[config.mk]
export PLATFORM = sky130hd
export DESIGN_NAME = fft_writeback
export DESIGN_NICKNAME = d
export VERILOG_FILES = /design/src/rtl/fft_pkg.sv /design/src/rtl/fft_addr_fifo.sv /design/src/rtl/fft_writeback.sv
export SDC_FILE = /design/constraint.sdc
export NUM_CORES = 1
export LEC_CHECK = 0
export ABC_AREA = 1
export BUFFER_PORTS_ARGS = -buffer_cell sky130_fd_sc_hd__buf_2
export CAP_MARGIN = 20
export CORE_MARGIN = 2
export CORE_UTILIZATION = 44
export DETAILED_ROUTE_END_ITERATION = 6
export GPL_TIMING_DRIVEN = 0
export PLACE_DENSITY = 0.73
export REMOVE_ABC_BUFFERS = 1
export SETUP_SLACK_MARGIN = 0.15
export SYNTH_ARGS = -nofsm -noshare
export SYNTH_HDL_FRONTEND = slang
export SYNTH_SLANG_ARGS = --single-unit
export TNS_END_PERCENT = 5
[constraint.sdc]
create_clock -name i_CLK -period 2.97 [get_ports i_CLK]
set_input_delay 0.594 -clock i_CLK [delete_from_list [all_inputs] [get_ports i_CLK]]
set_output_delay 0.594 -clock i_CLK [all_outputs]
set_load 0.02 [all_outputs]
[src/rtl/fft_pkg.sv]
// Shared constants and FSM encoding for the FFT write-back slice.
package fft_pkg;

   localparam int WORD_W = 74;
   localparam int HALF_W = WORD_W / 2;
   localparam int ADDR_W = 4;
   localparam int PAIR_W = 2 * ADDR_W;

   typedef enum logic [1:0] {
      IDLE  = 2'd0,
      RUN   = 2'd1,
      DRAIN = 2'd2,
      DONE  = 2'd3
   } wb_state_t;

endpackage

[src/rtl/fft_addr_fifo.sv]
// Address-tag FIFO: DEPTH x WIDTH, combinational head, extra-MSB pointers for full/empty.
module fft_addr_fifo
   import fft_pkg::*;
#(
   parameter int WIDTH = PAIR_W,
   parameter int DEPTH = 4
) (
   input  logic             clk_i,
   input  logic             rst_ni,
   input  logic             clr_i,
   input  logic             push_i,
   input  logic             pop_i,
   input  logic [WIDTH-1:0] data_i,
   output logic [WIDTH-1:0] data_o,
   output logic             full_o,
   output logic             empty_o
);

   localparam int PW = $clog2(DEPTH) + 1;

   logic [WIDTH-1:0] mem_q [DEPTH];
   logic [PW-1:0]    wp_q, wp_d;
   logic [PW-1:0]    rp_q, rp_d;

   always_comb begin
      wp_d = wp_q;
      rp_d = rp_q;
      if (clr_i) begin
         wp_d = '0;
         rp_d = '0;
      end else begin
         if (push_i) wp_d = wp_q + PW'(1);
         if (pop_i)  rp_d = rp_q + PW'(1);
      end
   end

   always_ff @(posedge clk_i or negedge rst_ni) begin
      if (!rst_ni) begin
         wp_q <= '0;
         rp_q <= '0;
      end else begin
         wp_q <= wp_d;
         rp_q <= rp_d;
      end
   end

   always_ff @(posedge clk_i) begin
      if (push_i && !clr_i) mem_q[wp_q[PW-2:0]] <= data_i;
   end

   assign data_o  = mem_q[rp_q[PW-2:0]];
   assign empty_o = (wp_q == rp_q);
   assign full_o  = (wp_q[PW-1] != rp_q[PW-1]) && (wp_q[PW-2:0] == rp_q[PW-2:0]);

endmodule

[src/rtl/fft_writeback.sv]
// FFT layer write-back: tags read-address pairs, writes butterfly results to the opposite bank.
// Optional FFT_WB_SCALE_EN: arithmetic >>1 of every real/imag half before registering.
module fft_writeback
   import fft_pkg::*;
#(
   parameter int FFT_SIZE   = 8,
   parameter int MEM_OFFSET = 8,
   parameter int ADDR_SIZE  = ADDR_W,
   parameter int WORD_SIZE  = WORD_W,
   parameter int TAG_DEPTH  = 4
) (
   input  logic                 i_CLK,
   input  logic                 i_RST,
   input  logic                 i_CS,
   input  logic                 i_rden,
   input  logic [ADDR_SIZE-1:0] i_rdaddr_A,
   input  logic [ADDR_SIZE-1:0] i_rdaddr_B,
   input  logic                 i_layer_done,
   input  logic                 i_bf_valid,
   input  logic [WORD_SIZE-1:0] i_bf_A,
   input  logic [WORD_SIZE-1:0] i_bf_B,
   output logic                 o_wren,
   output logic [ADDR_SIZE-1:0] o_wraddr_A,
   output logic [ADDR_SIZE-1:0] o_wraddr_B,
   output logic [WORD_SIZE-1:0] o_wrdata_A,
   output logic [WORD_SIZE-1:0] o_wrdata_B,
   output logic                 o_busy,
   output logic                 o_done,
   output logic                 o_err
);

   localparam int NBF = FFT_SIZE / 2;
   localparam int CW  = $clog2(NBF) + 1;
   localparam int PW2 = 2 * ADDR_SIZE;
   localparam logic [ADDR_SIZE-1:0] OFS = ADDR_SIZE'(MEM_OFFSET);

`ifdef FFT_WB_SCALE_EN
   localparam int HW = WORD_SIZE / 2;
   function automatic logic [WORD_SIZE-1:0] scale_word(input logic [WORD_SIZE-1:0] w);
      logic [HW-1:0] re, im;
      re = w[WORD_SIZE-1:HW];
      im = w[HW-1:0];
      return {re[HW-1], re[HW-1:1], im[HW-1], im[HW-1:1]};
   endfunction
`else
   function automatic logic [WORD_SIZE-1:0] scale_word(input logic [WORD_SIZE-1:0] w);
      return w;
   endfunction
`endif

   wb_state_t            state_q, state_d;
   logic                 ld_q, ld_d;
   logic [CW-1:0]        count_q, count_d;
   logic                 err_q, err_d;
   logic                 wren_q, wren_d;
   logic [ADDR_SIZE-1:0] wra_q, wra_d, wrb_q, wrb_d;
   logic [WORD_SIZE-1:0] wda_q, wda_d, wdb_q, wdb_d;

   logic                 push_req, pop_req, thru, fifo_push, fifo_pop, do_wr, sat, seen;
   logic                 fifo_full, fifo_empty, fifo_clr;
   logic [PW2-1:0]       push_pair, fifo_head, head;

   assign push_pair = {i_rdaddr_A ^ OFS, i_rdaddr_B ^ OFS};
   assign fifo_clr  = (state_q == IDLE);

   fft_addr_fifo #(
      .WIDTH (PW2),
      .DEPTH (TAG_DEPTH)
   ) u_fifo (
      .clk_i   (i_CLK),
      .rst_ni  (i_RST),
      .clr_i   (fifo_clr),
      .push_i  (fifo_push),
      .pop_i   (fifo_pop),
      .data_i  (push_pair),
      .data_o  (fifo_head),
      .full_o  (fifo_full),
      .empty_o (fifo_empty)
   );

   // An empty-FIFO push+pop bypasses storage so the tag is written through in the same cycle.
   always_comb begin
      push_req  = i_rden && (state_q == RUN);
      pop_req   = i_bf_valid && ((state_q == RUN) || (state_q == DRAIN));
      thru      = push_req && pop_req && fifo_empty;
      fifo_push = push_req && !thru && (!fifo_full || pop_req);
      fifo_pop  = pop_req && !fifo_empty;
      sat       = (count_q == CW'(NBF));
      do_wr     = (fifo_pop || thru) && !sat;
      head      = thru ? push_pair : fifo_head;
      seen      = ld_q || i_layer_done;
   end

   always_comb begin
      state_d = state_q;
      ld_d    = ld_q;
      count_d = count_q;
      err_d   = err_q;
      wren_d  = 1'b0;
      wra_d   = wra_q;
      wrb_d   = wrb_q;
      wda_d   = wda_q;
      wdb_d   = wdb_q;

      if (push_req && fifo_full && !pop_req) err_d = 1'b1;
      if (pop_req && fifo_empty && !push_req) err_d = 1'b1;
      if (pop_req && (fifo_pop || thru) && sat) err_d = 1'b1;
      if (i_rden && (state_q == DRAIN)) err_d = 1'b1;

      if (do_wr) begin
         wren_d  = 1'b1;
         wra_d   = head[PW2-1:ADDR_SIZE];
         wrb_d   = head[ADDR_SIZE-1:0];
         wda_d   = scale_word(i_bf_A);
         wdb_d   = scale_word(i_bf_B);
         count_d = count_q + CW'(1);
      end

      case (state_q)
         IDLE: begin
            ld_d    = 1'b0;
            count_d = '0;
            if (i_CS) state_d = RUN;
         end
         RUN: begin
            if (i_layer_done) ld_d = 1'b1;
            if (seen && !fifo_empty)    state_d = DRAIN;
            else if (seen && sat)       state_d = DONE;
         end
         DRAIN: begin
            if (sat && fifo_empty) state_d = DONE;
         end
         DONE: begin
            if (!i_CS) state_d = IDLE;
         end
         default: state_d = IDLE;
      endcase
   end

   always_ff @(posedge i_CLK or negedge i_RST) begin
      if (!i_RST) begin
         state_q <= IDLE;
         ld_q    <= 1'b0;
         count_q <= '0;
         err_q   <= 1'b0;
         wren_q  <= 1'b0;
         wra_q   <= '0;
         wrb_q   <= '0;
         wda_q   <= '0;
         wdb_q   <= '0;
      end else begin
         state_q <= state_d;
         ld_q    <= ld_d;
         count_q <= count_d;
         err_q   <= err_d;
         wren_q  <= wren_d;
         wra_q   <= wra_d;
         wrb_q   <= wrb_d;
         wda_q   <= wda_d;
         wdb_q   <= wdb_d;
      end
   end

   assign o_wren     = wren_q;
   assign o_wraddr_A = wra_q;
   assign o_wraddr_B = wrb_q;
   assign o_wrdata_A = wda_q;
   assign o_wrdata_B = wdb_q;
   assign o_busy     = (state_q == RUN) || (state_q == DRAIN);
   assign o_done     = (state_q == DONE);
   assign o_err      = err_q;

endmodule

==> results.json <==
{
  "cts_tree": "done",
  "cp.required_ps": 3410,
  "finalNetCount": 1381,
  "ctsHoldBuffers": 0,
  "syn_inst": 895,
  "finalWirelength_um": 21400,
  "timing.final.ws_setup_ps": 292,
  "layout_worst_path_cycle_share": 0.902,
  "slew_violations": 0,
  "place_inst": 1413,
  "postSynthAreaPerCell_um2": 9.20,
  "antenna_left": 0,
  "syn-cell-area_um2": 8230,
  "yosys_warnings": 0,
  "status": "completed",
  "grt_max_degree": 90,
  "cp_max_fo": 58,
  "syn_to_final_growth_pct": 30.5,
  "slowest_delay_ps": 420,
  "hold_class": "primary input to async pin",
  "row_count": 50,
  "postPlaceCellArea_um2": 9910,
  "maxCapViolCount": 0,
  "clk_path_buf_depth": 3,
  "end_kind": "flop",
  "cts_made_buffers": 23,
  "irDropWorstVdd_mv": 0.675,
  "ys_seq_area_frac": 0.634,
  "hold_violations": 0,
  "path_class": "flop to flop",
  "vias": 6804,
  "die_area_um2": 19800,
  "tightest_slew_ps": 783,
  "fin_area_um2": 10700,
  "crit_path_start_kind": "flop",
  "post_synth_num_cell_types": 27,
  "rsz0062_at_grt": "yes",
  "crit_chain": "inv_1 -> ha_1 -> nand2_1 -> inv_1 -> nand2_4 -> nand2_2 -> nand2_8 -> buf_16 -> inv_12 -> buf_16 -> nand2_1 -> nand2_1",
  "port_buffers": 321,
  "powerDensity_nw_per_um2": 1150,
  "clockRootBuffer": "clkbuf_16",
  "grt-ovfl-total": 0,
  "setup_tns_ps": 0,
  "h-tree-depth": 1,
  "drt-pass1-iter-count": 5,
  "finalPower_mw": 12.4,
  "final_common_cell": "nand2_1",
  "grt_pass1_wl_um": 33100,
  "clk_pin_slew_ps": 60,
  "regArea_um2": 5220,
  "die_w_um": 141,
  "ios": 322,
  "finalNonFillerCells": 1461,
  "final_cell_mix": "nand2_1 (542), buf_2 (320), dfrtp_1 (168)",
  "path_common_cell": "nand2_1",
  "synth_seq_cells": 202,
  "multi_input_area_um2": 2620,
  "slew_headroom": 0.476,
  "numClockSinks": 202,
  "yosys.area.top_type": "dfrtp_1",
  "fill_cells": 1670,
  "yosys.area.top_type_share": 0.517,
  "vias_per_cell": 4.66,
  "gp_congestion": 0.795,
  "clock_latency_ps": 490,
  "cp_slowest_cell": "dfrtp_1",
  "grt_util_all_layers": 0.206,
  "setup_violations": 0,
  "grt_antenna_before_repair": 3,
  "die_h_um": 141,
  "wl_per_cell_um": 14.7,
  "fin_skew_ps": 5.30,
  "drc_errors": 0,
  "max_freq_mhz": 373,
  "dr.first_iter.drc_count": 414,
  "p_leak_nw": 6.05,
  "synth.area.top_cells": "dfrtp_1 (52%), nand2_1 (25%), edfxtp_1 (12%)",
  "fin_crit_ps": 2680,
  "cp.arrival_ps": 3110,
  "start_util": 0.444,
  "core_um2": 18500,
  "dp_hpwl_um": 13500,
  "drive_gt1_frac": 0.304,
  "dp_slack_ps": -55.1,
  "grt_pass1_vias": 6552
}
==> flip-flops by register name (all words and copies together) (netlist names) <==
| register | flops |
|---|---|
| u_fifo.wp_q | 3 |
| u_fifo.rp_q | 3 |
| count_q | 3 |
| o_wraddr_B | 4 |
| o_err | 1 |
| o_wraddr_A | 4 |
| o_wrdata_A | 74 |
| u_fifo.mem_q | 32 |
| ld_q | 1 |
| o_wrdata_B | 74 |
| o_wren | 1 |
| state_q | 2 |
==> synth_stat cells <==
| cell | number |
|---|---|
| inv_4 | 1 |
| clkinv_1 | 2 |
| inv_1 | 20 |
| buf_2 | 20 |
| a21oi_1 | 4 |
| nand2_1 | 542 |
| nor2_2 | 1 |
| xor2_1 | 2 |
| nand2_4 | 2 |
| nand3_4 | 1 |
| o21ai_0 | 11 |
| nor2_1 | 10 |
| buf_4 | 5 |
| nand2_2 | 2 |
| xnor2_2 | 1 |
| a22o_1 | 1 |
| buf_6 | 2 |
| clkbuf_1 | 3 |
| dfrtp_1 | 170 |
| buf_8 | 10 |
| ha_1 | 11 |
| a211oi_1 | 1 |
| nand3_1 | 34 |
| edfxtp_1 | 32 |
| inv_2 | 1 |
| and2_1 | 1 |
| nand4_1 | 5 |
==> report_power, final <==
part / internal, mW / switching [mW]
Clock: 1.57 / 1.09
Combinational: 1.72 / 3.55
Sequential: 3.90 / 0.566
==> metrics by stage <==
step,hold slack [ps],utilization
3_3_place_gp,457,0.530
3_5_place_dp,459,0.535
6_report,75.8,0.580
5_1_grt,112,0.580
4_1_cts,87.9,0.578
2_1_floorplan,298,-
==> worst max-delay path, delay by kind of cell (launching register included) <==
family,cells,cell delay [ps]
buffers and inverters,5,980
AND/OR/NAND/NOR,6,800
flip-flops,1,420
adder cells (fa/ha/maj),1,320
==> worst paths after layout <==
check                               from             end  slack (ps)  depth (start not counted)
setup / recovery              state_q[0]  o_wrdata_A[45]         290                         12
hold / removal                     i_RST            ld_q          80                          1
setup reg to reg              state_q[0]  o_wrdata_A[45]         290                         12
hold reg to reg            o_wraddr_B[2]   o_wraddr_B[2]         470                          2
max in group asynchronous          i_RST  o_wrdata_A[39]        2040                          2
min in group i_CLK            i_bf_A[49]  o_wrdata_A[49]         290                          3
==> routing by layer <==
layer | wire length [um] | global-route usage | vias up
met5 | 13 | 0 | -
met4 | 648 | 0.0721 | 2
met3 | 1540 | 0.0533 | 44
met2 | 10500 | 0.351 | 237
met1 | 8720 | 0.256 | 3129
li1 | - | - | 3392
==> cells by family after synthesis <==
logic type,Yosys count,share of synthesized area
and+or+nand+nor,598,0.284
DFF,202,0.634
buffers and inverters,64,0.0503
AOI/OAI and AO/OA,17,0.0111
adders and majority gates,11,0.0167
xor gates and xnor gates,3,0.00411
==> what timing repair did <==
item / CTS / global route
setup buffers: 0 / 0
setup endpoints to repair: 116 / 148
gates resized for setup: 4 / 1
pin swaps: 0 / 1
gates cloned: 2 / 2
==> cell type report <==
class	count	share of cell area
tap	234	0.0273
antenna	2	0.000466
clock inverter	6	0.00373
multi-input combinational	630	0.244
clock buffer	36	0.0628
timing repair buffer	327	0.166
sequential	202	0.486
inverter	24	0.00979
Note: power is estimated with default switching activity, not from simulation.
